`config.mk`:
```
export PLATFORM = sky130hd
export DESIGN_NAME = gen_sequencer
export DESIGN_NICKNAME = d
export VERILOG_FILES = /design/src/rtl/gen_sequencer_pkg.sv /design/src/rtl/edge_detector.sv /design/src/rtl/gen_sequencer.sv
export SDC_FILE = /design/constraint.sdc
export NUM_CORES = 1
export LEC_CHECK = 0
export ABC_AREA = 1
export BUFFER_PORTS_ARGS = -buffer_cell sky130_fd_sc_hd__buf_2
export CAP_MARGIN = 20
export CORE_ASPECT_RATIO = 1.4
export CORE_MARGIN = 2
export CORE_UTILIZATION = 38
export CTS_BUF_LIST = sky130_fd_sc_hd__clkbuf_16
export DETAILED_ROUTE_END_ITERATION = 7
export PLACE_DENSITY = 0.73
export SYNTH_ARGS = -nofsm -noshare
export SYNTH_HDL_FRONTEND = slang
export SYNTH_SLANG_ARGS = --single-unit
```
`constraint.sdc`:
```
create_clock -name clock -period 3.5 [get_ports clock]
set_clock_uncertainty 0.1 [all_clocks]
set_input_delay 0.7 -clock clock [delete_from_list [all_inputs] [get_ports clock]]
set_output_delay 0.7 -clock clock [all_outputs]
set_load 0.01 [all_outputs]
```
`src/rtl/gen_sequencer_pkg.sv`:
```
// gen_sequencer shared types: FSM state encoding and width.
// Imported by the run controller and its bench.
package gen_sequencer_pkg;

    localparam int STATE_W = 2;

    typedef enum logic [STATE_W-1:0] {
        S_IDLE  = 2'd0,
        S_RUN   = 2'd1,
        S_WAIT  = 2'd2,
        S_DRAIN = 2'd3
    } state_t;

endpackage

```
`src/rtl/edge_detector.sv`:
```
// Rising-edge detector for one level request.
// Ports: clock, reset (async high), din level in, rise one-cycle edge.
module edge_detector (
    input  logic clock,
    input  logic reset,
    input  logic din,
    output logic rise
);

    logic prev;

    always_ff @(posedge clock or posedge reset) begin
        if (reset) prev <= 1'b0;
        else       prev <= din;
    end

    // Combinational so the FSM acts on the first edge that samples din high.
    assign rise = din & ~prev;

endmodule

```
`src/rtl/gen_sequencer.sv`:
```
// Run controller: grants one of N_GEN generators to the write buffer.
// Ports: start/stop/update requests, generator words in, buffer
// write port out, run statistics, state, sel and programme out.
module gen_sequencer
    import gen_sequencer_pkg::*;
#(
    parameter  int N_GEN  = 2,
    parameter  int DATA_W = 16,
    parameter  int PROG_W = 3,
    parameter  int CNT_W  = 16,
    localparam int SEL_W  = (N_GEN > 1) ? $clog2(N_GEN) : 1
) (
    input  logic                    clock,
    input  logic                    reset,
    input  logic [N_GEN-1:0]        start,
    input  logic                    stop,
    input  logic                    update,
    input  logic [PROG_W-1:0]       prog_in,
    input  logic [N_GEN-1:0]        gen_valid,
    input  logic [N_GEN*DATA_W-1:0] gen_data,
    input  logic                    buffer_full,
    input  logic                    buffer_empty,
    output logic [N_GEN-1:0]        gen_en,
    output logic                    wr_en,
    output logic [DATA_W-1:0]       wr_data,
    output logic                    parity,
    output logic [CNT_W-1:0]        word_cnt,
    output logic [SEL_W-1:0]        sel,
    output logic [STATE_W-1:0]      state,
    output logic [PROG_W-1:0]       prog_out,
    output logic                    update_pulse
);

    logic [N_GEN-1:0]  start_rise;
    logic              stop_rise;
    logic              upd_rise;

    for (genvar g = 0; g < N_GEN; g++) begin : g_start_ed
        edge_detector u_ed (
            .clock (clock),
            .reset (reset),
            .din   (start[g]),
            .rise  (start_rise[g])
        );
    end

    edge_detector u_stop_ed (
        .clock (clock),
        .reset (reset),
        .din   (stop),
        .rise  (stop_rise)
    );

    edge_detector u_upd_ed (
        .clock (clock),
        .reset (reset),
        .din   (update),
        .rise  (upd_rise)
    );

    logic [DATA_W-1:0] words [N_GEN];

    for (genvar g = 0; g < N_GEN; g++) begin : g_words
        assign words[g] = gen_data[g*DATA_W +: DATA_W];
    end

    state_t            state_q, state_d;
    logic [SEL_W-1:0]  sel_q, sel_d;
    logic [SEL_W-1:0]  first_sel;
    logic              start_any;
    logic [CNT_W-1:0]  cnt_q;
    logic              par_q;
    logic [PROG_W-1:0] prog_q;
    logic              pulse_q;
    logic              run;

    // Fixed priority: lowest index wins, so scan downward.
    always_comb begin
        first_sel = '0;
        for (int i = N_GEN - 1; i >= 0; i--) begin
            if (start_rise[i]) first_sel = SEL_W'(i);
        end
    end

    assign start_any = |start_rise;

    always_comb begin
        state_d = state_q;
        sel_d   = sel_q;
        unique case (state_q)
            S_IDLE: begin
                if (start_any) begin
                    state_d = S_RUN;
                    sel_d   = first_sel;
                end
            end
            S_RUN: begin
                if (stop_rise)        state_d = S_DRAIN;
                else if (buffer_full) state_d = S_WAIT;
            end
            S_WAIT: begin
                if (stop_rise)         state_d = S_DRAIN;
                else if (!buffer_full) state_d = S_RUN;
            end
            S_DRAIN: begin
                if (buffer_empty) state_d = S_IDLE;
            end
            default: state_d = S_IDLE;
        endcase
    end

    always_ff @(posedge clock or posedge reset) begin
        if (reset) begin
            state_q <= S_IDLE;
            sel_q   <= '0;
        end else begin
            state_q <= state_d;
            sel_q   <= sel_d;
        end
    end

    assign run = (state_q == S_RUN);

    always_comb begin
        gen_en = '0;
        for (int i = 0; i < N_GEN; i++) begin
            gen_en[i] = run & (sel_q == SEL_W'(i)) & ~buffer_full;
        end
    end

    assign wr_en   = run & gen_valid[sel_q] & ~buffer_full;
    assign wr_data = wr_en ? words[sel_q] : '0;

    // Statistics restart with the run; wr_en only occurs in RUN,
    // so the clear and an increment never coincide.
    always_ff @(posedge clock or posedge reset) begin
        if (reset) begin
            cnt_q <= '0;
            par_q <= 1'b0;
        end else if (state_q == S_IDLE && start_any) begin
            cnt_q <= '0;
            par_q <= 1'b0;
        end else if (wr_en) begin
            if (cnt_q != '1) cnt_q <= cnt_q + 1'b1;
            par_q <= par_q ^ (^wr_data);
        end
    end

    // Programme changes only while idle; other rises are dropped.
    always_ff @(posedge clock or posedge reset) begin
        if (reset) begin
            prog_q  <= '0;
            pulse_q <= 1'b0;
        end else if (upd_rise && state_q == S_IDLE) begin
            prog_q  <= prog_in;
            pulse_q <= 1'b1;
        end else begin
            pulse_q <= 1'b0;
        end
    end

    assign parity       = par_q;
    assign word_cnt     = cnt_q;
    assign sel          = sel_q;
    assign state        = state_q;
    assign prog_out     = prog_q;
    assign update_pulse = pulse_q;

endmodule
```
# Yosys cells after proc, flatten, opt, wreduce, memory -nomap -nowiden

Cells that the tools add are included.

Multiplexer cells: 21
Reductions and logical operators: 10
Shift operators: 0
Add/subtract/negate cells: 1
Magnitude comparators: 2
Eq/ne operators: 8
Divide/modulo/power cells: 0
Multipliers: 0
Bitwise logic cells: 18

Operators by type and width:

| kind                                                                          | number |
|---|---|
| 16-bit 2-to-1 mux                                                             | 7 |
| 16-bit by 1-bit adder with 16-bit output (second input constant)              | 1 |
| 16-bit inequality test (second input constant)                                | 1 |
| 16-bit parity                                                                 | 1 |
| 2-bit 2-to-1 mux                                                              | 6 |
| 1-bit bitwise AND                                                             | 10 |
| 2-bit case mux with 4 select lines                                            | 1 |
| 1-bit 2-to-1 mux                                                              | 7 |
| 3-bit inequality test (second input constant)                                 | 2 |
| 1-bit NOT                                                                     | 6 |
| 2-bit equality test (second input constant)                                   | 2 |
| 2-bit inequality test (second input constant)                                 | 2 |
| 2-bit AND reduction                                                           | 2 |
| 4-bit AND reduction                                                           | 1 |
| 2-bit nonzero test                                                            | 2 |
| 2-bit by 1-bit equality test with 1-bit output (second input constant)        | 1 |
| 2-bit >= comparator (second input constant)                                   | 1 |
| 1-bit logical AND                                                             | 2 |
| 2-bit zero test                                                               | 1 |
| 1-bit by 2-bit less-than comparator with 1-bit output (second input constant) | 1 |
| 1-bit NOT with 2-bit output                                                   | 1 |
| 2-bit OR reduction                                                            | 1 |
| 1-bit bitwise XOR                                                             | 1 |

Bits of input ports: 45
Memories: 0
RAM bits: 0
ROM bits: 0
Latch bits: 0
Flip-flop bits (word level): 28

# Longest topological paths before layout

Gate-level depths: netlist of the first run.

Word-level depth: 9
Gate-level depth with buffers: 17
Depth with buffers taken out: 15

# Modules after synthesis

Synthesis of the first run repeated with hierarchy kept, for this count alone.

Cells, all modules: 372
Area total of the unflattened synthesis: 2,296.0 µm²

By module, submodules not included:

| module        | cells each | area each (µm²) | instances | seq. area each (µm²) |
|---|---|---|---|---|
| gen_sequencer | 356        | 2,140.8         | 1         | 600.6 |
| edge_detector | 4          | 38.8            | 4         | 25.0 |

# Worst setup path before layout of the first run

OpenSTA, ideal clock, no wires.

Path type: in2out
From: in buffer_full
To: out gen_en[0]
Setup slack: 1.461 ns
Data arrival time: 1.239 ns
Stages on the path: 4
Required time: 2.700 ns
Path buffers: 1
Cells stage by stage: nor2_8 buf_4 inv_1 nor2_1

Longest elaborated chain between the ends: 2

RTL lines:

| what               | RTL line             | text |
|---|---|---|
| start: declaration | gen_sequencer.sv:21  | `input logic buffer_full,` |
| 1-bit NOT          | gen_sequencer.sv:127 | `gen_en[i] = run & (sel_q == SEL_W'(i)) & ~buffer_full;` |
| 1-bit bitwise AND  | gen_sequencer.sv:127 |  |
| end: declaration   | gen_sequencer.sv:23  | `output logic [N_GEN-1:0] gen_en,` |

No other way between the ends.

# Worst setup path in the final report of the first run

From: reg sel_q, in the netlist sel
To: out wr_data[11]

Longest elaborated chain between the ends: 5
Elaborated cells between the ends (all ways): 9

RTL lines:

| what                                                                                         | RTL line                                   | text |
|---|---|---|
| start: declaration                                                                           | gen_sequencer.sv:68                        | `logic [SEL_W-1:0] sel_q, sel_d;` |
| start signal: assignment                                                                     | gen_sequencer.sv:118                       | `sel_q <= sel_d;` |
| 1-bit 2-to-1 mux (not written as such) / 1-bit NOT with 2-bit output (equally long branches) | gen_sequencer.sv:131, gen_sequencer.sv:132 |  |
| 1-bit 2-to-1 mux (not written as such) / 16-bit 2-to-1 mux (equally long branches)           | gen_sequencer.sv:131, gen_sequencer.sv:132 |  |
| 1-bit bitwise AND / 16-bit 2-to-1 mux (equally long branches) (2 in series)                  | gen_sequencer.sv:131, gen_sequencer.sv:132 |  |
| 16-bit 2-to-1 mux (*)                                                                        | gen_sequencer.sv:132                       | `assign wr_data = wr_en ? words[sel_q] : '0;` |
| end: declaration                                                                             | gen_sequencer.sv:25                        | `output logic [DATA_W-1:0] wr_data,` |

Mark *: on every way between the ends. The rest lies on a longest branch, timed or not. The select of a mux whose other input is x is not followed.

==> results.ini, run 1 <==
[outcome]
status=completed

[final_layout]
fin_cells=513
fin_area_um2=2870
finish.utilization_pct=48.6
drive_above_1_share_pct=28.7
area_growth_pct=22.7
multi_input_area_um2=1310
antenna_cells=0
fill_cells=605
regArea_um2=701
finalNetCount=490

[sta]
grt_setup_unrepaired=no
setup_tns_ns=0
tightest_slew_ns=0.548
slew_viol_final=0
report.final.hold_viol_count=0
finalSetupViolations=0
finalCritPeriodShare_pct=77.5
min_period_ns=2.71
max_freq_mhz=369
slew_headroom_pct=63.5

[grt]
antenna_found_initial=0
grt_pass1_wl_um=9270
grt_use_total_pct=15.9
grt_pass1_vias=2259
grt_max_degree=29
overflow=0

[floorplanning]
io-pin-count=88
dieArea_um2=6810
rows=33
fp.dieW_um=70.3
coreArea_um2=5900
fp.dieH_um=96.8
initial_core_util_pct=39.6

[power_and_ir_drop]
p_leak_uw=0.00170
power_density_nw_per_um2=555
max-vdd-ir-drop_v=0.000378

[setup_path]
criticalPathCategory=flop to output port
arrival_ns=1.91
required_ns=2.70
worstPathMaxFanout=21
critPathCaptureType=output port
cp-start-kind=flop

[detailed_routing]
initialDrtViolationCount=75
wire_per_inst_um=10.8
firstDrtPassIters=4
via_per_inst=4.84
drcViolationCount=0
routed_wl_um=5530
ant_nets=0
vias=2485

[placement]
dp_hpwl_um=4370
portBuffers=87
place_inst=508
dpl-instance-area_um2=2760
routabilityCongestion=0.840

[clock_tree]
cts_tree=done
postCtsSetupRepairBufs=0
clkLatencyLatePin_ns=0.26
cts_buffers=3
clockRootBuffer=clkbuf_16
clkSlewWorstSetupHoldPaths_ns=0.06
cts.repair.resized=0
clockBufferDepth=2
htreeDepth=1
holdBufCountCts=0
clock-sinks=28

[synthesis]
seq_area_frac_synth_pct=30.0
ys_types=33
synth_area_um2=2340
ys_ff_latch=28
synth_top_area_share_pct=30.0
synth_area_leaders=dfrtp_1 30%, nand2_1 23%, inv_1 7.9%
ys_warn_count=0
postSynthNetCount=406
avgSynthCellArea_um2=6.50
netlist_instances=360
yosysTopAreaCell=dfrtp_1

[min_path]
min_path_type=input port to asynchronous set/reset pin

[run]
max-cap-violations=0

==> worst paths after layout <==
kind                                         start                  endpoint  slack (ns)  depth (start not counted)
setup / recovery                   sel$_DFFE_PP0P_               wr_data[11]        0.79                          8
hold / removal                               reset   prog_out[0]$_DFFE_PP0P_        0.24                          2
setup reg to reg                   sel$_DFFE_PP0P_  word_cnt[15]$_DFFE_PP0P_        0.98                         13
hold reg to reg            prog_out[0]$_DFFE_PP0P_   prog_out[0]$_DFFE_PP0P_        0.37                          2
max in group asynchronous                    reset           sel$_DFFE_PP0P_        2.68                          3
min in group clock         prog_out[0]$_DFFE_PP0P_   prog_out[0]$_DFFE_PP0P_        0.37                          2
==> cell families after synthesis <==
group	after synthesis	synth area share [%]
muxes	1	0.428
buffers and inverters	68	14.1
DFF	28	30.0
AOI/OAI and AO/OA	34	7.92
xor gates and xnor gates	2	0.749
adders and majority gates	1	0.535
and+or+nand+nor	226	46.3
==> layer usage <==
layer / global-route usage, % / share of wire [%] / vias up
met4: 3.99 / 0.92 / 0
met5: 0 / 0 / -
met1: 18.8 / 44 / 1134
met2: 30.0 / 50 / 62
li1: - / - / 1285
met3: 1.56 / 4.8 / 4
==> worst max-delay path, cell delays in order, from the launching register on <==
cell and delay (ns):
dfrtp_1 0.69, inv_6 0.16, nand2_4 0.10, nand2_4 0.19
nand2_4 0.21, inv_1 0.07, nand2_1 0.06, inv_1 0.04
buf_2 0.13
==> flip-flops by register name (all words and copies together), names as in the netlist <==
name                  count
prog_out                  3
u_stop_ed.prev            1
u_upd_ed.prev             1
sel                       1
parity                    1
update_pulse              1
word_cnt                 16
g_start_ed.u_ed.prev      2
state                     2
==> placed cells by master, fill, tap and decap left out, drive strengths merged, types with 12 or more instances in the layout <==
master	count
nand4	12
nor3	13
nor2	30
o21ai	15
dfrtp	28
nand2	151
inv	58
a21oi	12
nand3	19
buf	89
==> where the power goes <==
part / total (uW) / internal [uW] / switching [uW]
registers: 471 / 391 / 79.7
logic: 861 / 281 / 580
clock network: 261 / 153 / 108
total: 1590 / 825 / 768
==> Yosys cell counts <==
cell type,n
o21ai_1,3
nand3_2,6
buf_6,3
inv_1,49
a21oi_1,12
a31oi_1,2
ha_1,1
nor2_4,1
nor2_2,5
buf_4,3
nor3_2,2
o31ai_1,2
dfrtp_1,28
nor4_2,1
buf_12,2
buf_2,2
o21a_1,2
nor2_1,23
xor2_1,1
nor2_8,1
inv_2,8
nand2_2,3
nand2_4,3
o21ai_0,12
nand3_4,4
nand4_1,12
nand3_1,9
xnor2_1,1
nor3_1,11
inv_6,1
nand2_1,145
a211oi_1,1
mux2i_1,1
==> layout make-up <==
class	count	share of cell area [%]
Inverter	58	7.76
Sequential cell	28	24.4
Clock buffer	3	2.62
Multi-Input combinational cell	264	45.6
Tap cell	70	3.05
Clock inverter	1	0.131
Timing Repair Buffer	89	16.4
==> stage by stage <==
stage / power [uW] / hold slack (ns) / setup slack [ns]
detailed placement: 1340 / 0.358 / 0.902
CTS: 1600 / 0.377 / 0.758
floorplan: 1180 / 0.332 / 1.46
global placement: 1320 / 0.348 / 0.974
finish: 1590 / 0.240 / 0.788
global route: 1740 / 0.268 / 0.637
(Power assumes the default switching activity.)
==> inputs of run 2 (changes only) <==
clock period = 2.5 ns   (was 3.5 ns; I/O delays follow)
==> run 2 against run 1 <==
Against the previous run: utilization about the same; die area unchanged; power up 40%; final cell count up 0.39%; via count down 1.7%; sequential share of layout area about the same; critical endpoint is now wr_data[1]; largest power group unchanged.
==> results.ini, run 2 (synthesized netlist as in run 1, its figures left out) <==
[floorplanning]
initial_core_util_pct=39.6  ; unchanged
dieArea_um2=6810  ; unchanged
coreArea_um2=5900  ; unchanged
io-pin-count=88  ; unchanged
fp.dieW_um=70.3  ; unchanged
fp.dieH_um=96.8  ; unchanged
rows=33  ; unchanged

[power_and_ir_drop]
combPwrFrac_pct=55.3  ; was 54.1%
intPower_uw=1170  ; was 825 uW
power_uw=2240  ; was 1590 uW
power_frac_seq_pct=28.8  ; was 29.6%
switching_power_uw=1070  ; was 768 uW
sw_frac_of_total_pct=47.8  ; was 48.2%
p_leak_uw=0.00171  ; was 0.00170 uW
clockPowerShare_pct=15.9  ; was 16.4%
power_density_nw_per_um2=780  ; was 555 nW/um2
max-vdd-ir-drop_v=0.000470  ; was 0.000378 V

[sta]
max_freq_mhz=426
tightest_slew_ns=0.465  ; was 0.548 ns
slew_viol_final=0  ; unchanged
grt_setup_unrepaired=no  ; unchanged
setup_tns_ns=0  ; unchanged
finalSetupViolations=0  ; unchanged
finalCritPeriodShare_pct=94.0
worst_slack_ns=0.151  ; was 0.788 ns
min_period_ns=2.35
report.final.hold_viol_count=0  ; unchanged
slew_headroom_pct=68.8  ; was 63.5%

[clock_tree]
clockRootBuffer=clkbuf_16  ; unchanged
clockBufferDepth=2  ; unchanged
cts.repair.resized=0  ; unchanged
cts_buffers=3  ; unchanged
clkSlewWorstSetupHoldPaths_ns=0.06  ; about the same
holdBufCountCts=0  ; unchanged
cts_tree=done  ; unchanged
clkLatencyLatePin_ns=0.26  ; about the same
postCtsSetupRepairBufs=0  ; unchanged
clock-sinks=28  ; unchanged
htreeDepth=1  ; unchanged

[grt]
overflow=0  ; unchanged
grt_pass1_wl_um=9590  ; was 9270 um
grt_pass1_vias=2322  ; was 2259
grt_max_degree=29  ; unchanged
antenna_found_initial=0  ; unchanged
grt_use_total_pct=16.6  ; was 15.9%

[setup_path]
r2r_slack_ns=0.26  ; was 0.98 ns
r2r-end=word_cnt[15]$_DFFE_PP0P_  ; unchanged
critPathCaptureType=output port  ; unchanged
r2r_cells=12  ; was 13
endpoint=wr_data[1]  ; was wr_data[11]
required_ns=1.90  ; was 2.70 ns
worstSetupStartpoint=sel$_DFFE_PP0P_  ; unchanged
cp-start-kind=flop  ; unchanged
arrival_ns=1.75  ; was 1.91 ns
worstPathMaxFanout=17  ; was 21
regToRegStartpoint=sel$_DFFE_PP0P_  ; unchanged
criticalPathCategory=flop to output port  ; unchanged

[final_layout]
layout_common_cells=145 x nand2_1, 87 x buf_2, 49 x inv_1  ; unchanged
area_growth_pct=22.6  ; was 22.7%
fin_area_um2=2870  ; about the same
drive_above_1_share_pct=29.2  ; was 28.7%
fin_cells=515  ; was 513
final_common_cell=nand2_1  ; unchanged
antenna_cells=0  ; unchanged
finalNetCount=493  ; was 490
fill_cells=624  ; was 605
largest_reg_flops=16  ; unchanged

[detailed_routing]
firstDrtPassIters=6  ; was 4
via_per_inst=4.74  ; was 4.84
vias=2443  ; was 2485
drcViolationCount=0  ; unchanged
routed_wl_um=5510  ; was 5530 um
initialDrtViolationCount=87  ; was 75
wire_per_inst_um=10.7  ; was 10.8 um
ant_nets=0  ; unchanged

[placement]
dp_hpwl_um=4460  ; was 4370 um
dpl-instance-area_um2=2790  ; was 2760 um2
routabilityCongestion=0.864  ; was 0.840
place_inst=512  ; was 508
place_ws_ns=0.278  ; was 0.902 ns
portBuffers=87  ; unchanged

[run]
max-cap-violations=0  ; unchanged

[outcome]
status=completed  ; unchanged

[min_path]
min_path_type=input port to asynchronous set/reset pin  ; unchanged

run 2: critical path: stages, from the launching register on:
cell	delay [ns]
dfrtp_1	0.51
inv_6	0.19
nand2_4	0.07
nand2_4	0.17
buf_4	0.24
nand3_2	0.12
inv_2	0.06
buf_2	0.12
run 2: area by class of cell:
class	count	area [um2]	area share [%]
clock buffers	3	75.1	2.62
flip-flops and latches	28	701	24.4
repair buffers	92	473	16.5
multi-input cells	264	1310	45.6
inverters	58	223	7.77
well taps	70	87.6	3.05
run 2: power groups by stage:
| stage | sequential, uW | clock [uW] | combinational [uW] |
|---|---|---|---|
| after floorplan | 668 | 0 | 979 |
| after global placement | 651 | 0 | 1210 |
| after detailed placement | 650 | 0 | 1240 |
| after CTS | 645 | 370 | 1250 |
| after global routing | 664 | 384 | 1400 |
| final | 645 | 355 | 1240 |
run 2: how the worst min path moves through the flow:
stage	end	depth (start not counted)
4_1_cts	prog_out[0]$_DFFE_PP0P_	3
6_report	u_stop_ed.prev$_DFF_PP0_	3
3_3_place_gp	update_pulse$_DFF_PP0_	1
5_1_grt	u_stop_ed.prev$_DFF_PP0_	3
2_1_floorplan	update_pulse$_DFF_PP0_	1
3_5_place_dp	prog_out[2]$_DFFE_PP0P_	2
run 2: per-stage QoR:
| stage | utilization (%) | hold WS (ns) |
|---|---|---|
| 2_1_floorplan | - | 0.332 |
| 3_3_place_gp | 47.3 | 0.355 |
| 3_5_place_dp | 47.3 | 0.360 |
| 4_1_cts | 48.6 | 0.209 |
| 5_1_grt | 48.6 | 0.240 |
| 6_report | 48.6 | 0.192 |
run 2: routing by layer:
| layer | up-vias | part of all wire [%] | global-route usage [%] |
|---|---|---|---|
| met2 | 79 | 50 | 30.4 |
| met4 | 0 | 0.89 | 3.99 |
| li1 | 1287 | - | - |
| met1 | 1073 | 43 | 19.7 |
| met3 | 4 | 6.1 | 2.71 |
| met5 | - | 0 | 0 |
==> inputs of run 3 (changes only) <==
CAP_MARGIN = default   (was 20)
CELL_PAD_IN_SITES_DETAIL_PLACEMENT = 1   (was default)
CELL_PAD_IN_SITES_GLOBAL_PLACEMENT = 1   (was default)
CORE_UTILIZATION = 34   (was 38)
PLACE_DENSITY = 0.91   (was 0.73)
==> run 3 against run 2 <==
Against the previous run: combinational power grew 4%; sequential power up 1%; critical path depth is 3 lower; global-route usage is 2.6 points higher; hold slack better by 0.0010 ns; sequential cell count did not move; utilization fell by 4.5 points; final cell count is 4.7% higher; via count rose by 7.4%; highest routed layer unchanged.
==> results.ini, run 3 (synthesized netlist as in run 1, its figures left out) <==
[placement]
routabilityCongestion=0.798  ; was 0.864
portBuffers=87  ; unchanged
dp_hpwl_um=5720  ; was 4460 um

[run]
max-cap-violations=0  ; unchanged

[power_and_ir_drop]
intPower_uw=1190  ; was 1170 uW
max-vdd-ir-drop_v=0.000525  ; was 0.000470 V
clockPowerShare_pct=15.7  ; was 15.9%
p_leak_uw=0.00172  ; was 0.00171 uW
power_uw=2310  ; was 2240 uW
power_frac_seq_pct=28.3  ; was 28.8%
sw_frac_of_total_pct=48.7  ; was 47.8%
switching_power_uw=1120  ; was 1070 uW
power_density_nw_per_um2=794  ; was 780 nW/um2
combPwrFrac_pct=56.0  ; was 55.3%

[clock_tree]
htreeDepth=1  ; unchanged
postCtsSetupRepairBufs=0  ; unchanged
cts_tree=done  ; unchanged
clock-sinks=28  ; unchanged
cts_buffers=3  ; unchanged
holdBufCountCts=0  ; unchanged
cts.repair.resized=0  ; unchanged
clkLatencyLatePin_ns=0.26  ; about the same
clockRootBuffer=clkbuf_16  ; unchanged
clkSlewWorstSetupHoldPaths_ns=0.07  ; was 0.06 ns
clockBufferDepth=2  ; unchanged

[floorplanning]
fp.dieW_um=74.1  ; was 70.3 um
coreArea_um2=6610  ; was 5900 um2
initial_core_util_pct=35.4  ; was 39.6%
dieArea_um2=7570  ; was 6810 um2
io-pin-count=88  ; unchanged
fp.dieH_um=102  ; was 96.8 um
rows=35  ; was 33

[setup_path]
regToRegStartpoint=sel$_DFFE_PP0P_  ; unchanged
required_ns=1.90  ; about the same
critPathCaptureType=output port  ; unchanged
cp-start-kind=flop  ; unchanged
worstPathMaxFanout=19  ; was 17
criticalPathCategory=flop to output port  ; unchanged
arrival_ns=1.71  ; was 1.75 ns
worstSetupStartpoint=sel$_DFFE_PP0P_  ; unchanged

[final_layout]
layout_common_cells=145 x nand2_1, 87 x buf_2, 49 x inv_1  ; unchanged
finalNetCount=495  ; was 493
fill_cells=915  ; was 624
antenna_cells=0  ; unchanged
drive_above_1_share_pct=29.8  ; was 29.2%
area_growth_pct=24.5  ; was 22.6%
final_common_cell=nand2_1  ; unchanged
largest_reg_flops=16  ; unchanged

[detailed_routing]
initialDrtViolationCount=68  ; was 87
routed_wl_um=7020  ; was 5510 um
vias=2625  ; was 2443
ant_nets=0  ; unchanged
wire_per_inst_um=13.0  ; was 10.7 um
via_per_inst=4.87  ; was 4.74
firstDrtPassIters=4  ; was 6
drcViolationCount=0  ; unchanged

[grt]
grt_use_total_pct=19.1  ; was 16.6%
antenna_found_initial=0  ; unchanged
grt_max_degree=29  ; unchanged
overflow=0  ; unchanged
grt_pass1_wl_um=11600  ; was 9590 um
grt_pass1_vias=2655  ; was 2322

[sta]
setup_tns_ns=0  ; unchanged
grt_setup_unrepaired=no  ; unchanged
report.final.hold_viol_count=0  ; unchanged
max_freq_mhz=434  ; was 426 MHz
min_period_ns=2.31  ; was 2.35 ns
finalCritPeriodShare_pct=92.2  ; was 94.0%
slew_viol_final=0  ; unchanged
slew_headroom_pct=66.5  ; was 68.8%
finalSetupViolations=0  ; unchanged
tightest_slew_ns=0.499  ; was 0.465 ns

[min_path]
min_path_type=input port to asynchronous set/reset pin  ; unchanged

[outcome]
status=completed  ; unchanged

-- run 3: changes by cell type in the layout (fill, tap and decap cells not counted) --
cell and change:
buf_4 +2, dfrtp_1 -1, dfrtp_2 +1
-- run 3: per-stage QoR --
| stage | cells | util (%) | worst slack [ns] | hold WS [ns] | area (um2) |
|---|---|---|---|---|---|
| finish | 539 | 44.0 | 0.195 | 0.193 | 2910 |
| global route | 539 | 44.0 | 0.0943 | 0.236 | 2910 |
| CTS | 539 | 44.0 | 0.123 | 0.209 | 2910 |
| detailed placement | 536 | 42.9 | 0.251 | 0.361 | 2840 |
| global placement | 536 | 42.9 | 0.354 | 0.354 | 2840 |
| floorplan | 360 | - | 0.626 | 0.332 | 2340 |
-- run 3: worst max-delay path, cell delays in order, from the launching register on --
cell	delay, ns
dfrtp_2	0.50
buf_4	0.23
o21ai_0	0.42
nor2_2	0.12
buf_2	0.17
-- run 3: cell type report --
cell class	instances	area [um2]	area share (%)
clock buffer	3	75.1	2.58
inverter	58	223	7.65
multi-input combinational	264	1310	45.0
sequential	28	702	24.1
tap	92	115	3.95
timing repair buffer	94	488	16.8
-- run 3: power groups by stage --
stage	combinational [uW]	sequential [uW]	clock [uW]
after floorplan	979	668	0
after global placement	1240	657	0
after detailed placement	1300	662	0
after CTS	1310	654	371
after global routing	1460	672	381
final	1290	654	362
-- run 3: final timing paths --
kind,slack (ns),end,cells after the start
min in group clock,0.26,g_start_ed[0].u_ed.prev$_DFF_PP0_,1
worst max-delay path,0.19,wr_data[2],4
worst min-delay path,0.19,word_cnt[1]$_DFFE_PP0P_,3
max in group asynchronous,1.83,sel$_DFFE_PP0P_,3
worst min register to register,0.37,update_pulse$_DFF_PP0_,1
worst max register to register,0.31,parity$_DFFE_PP0P_,11
-- run 3: per-layer routing --
metal  routed length (um)  track usage [%]  vias up
met4                  119             5.87        0
met1                 2770             21.9     1239
met3                  346             1.87       13
met2                 3790             36.5       77
li1                     -                -     1296
met5                    0                0        -
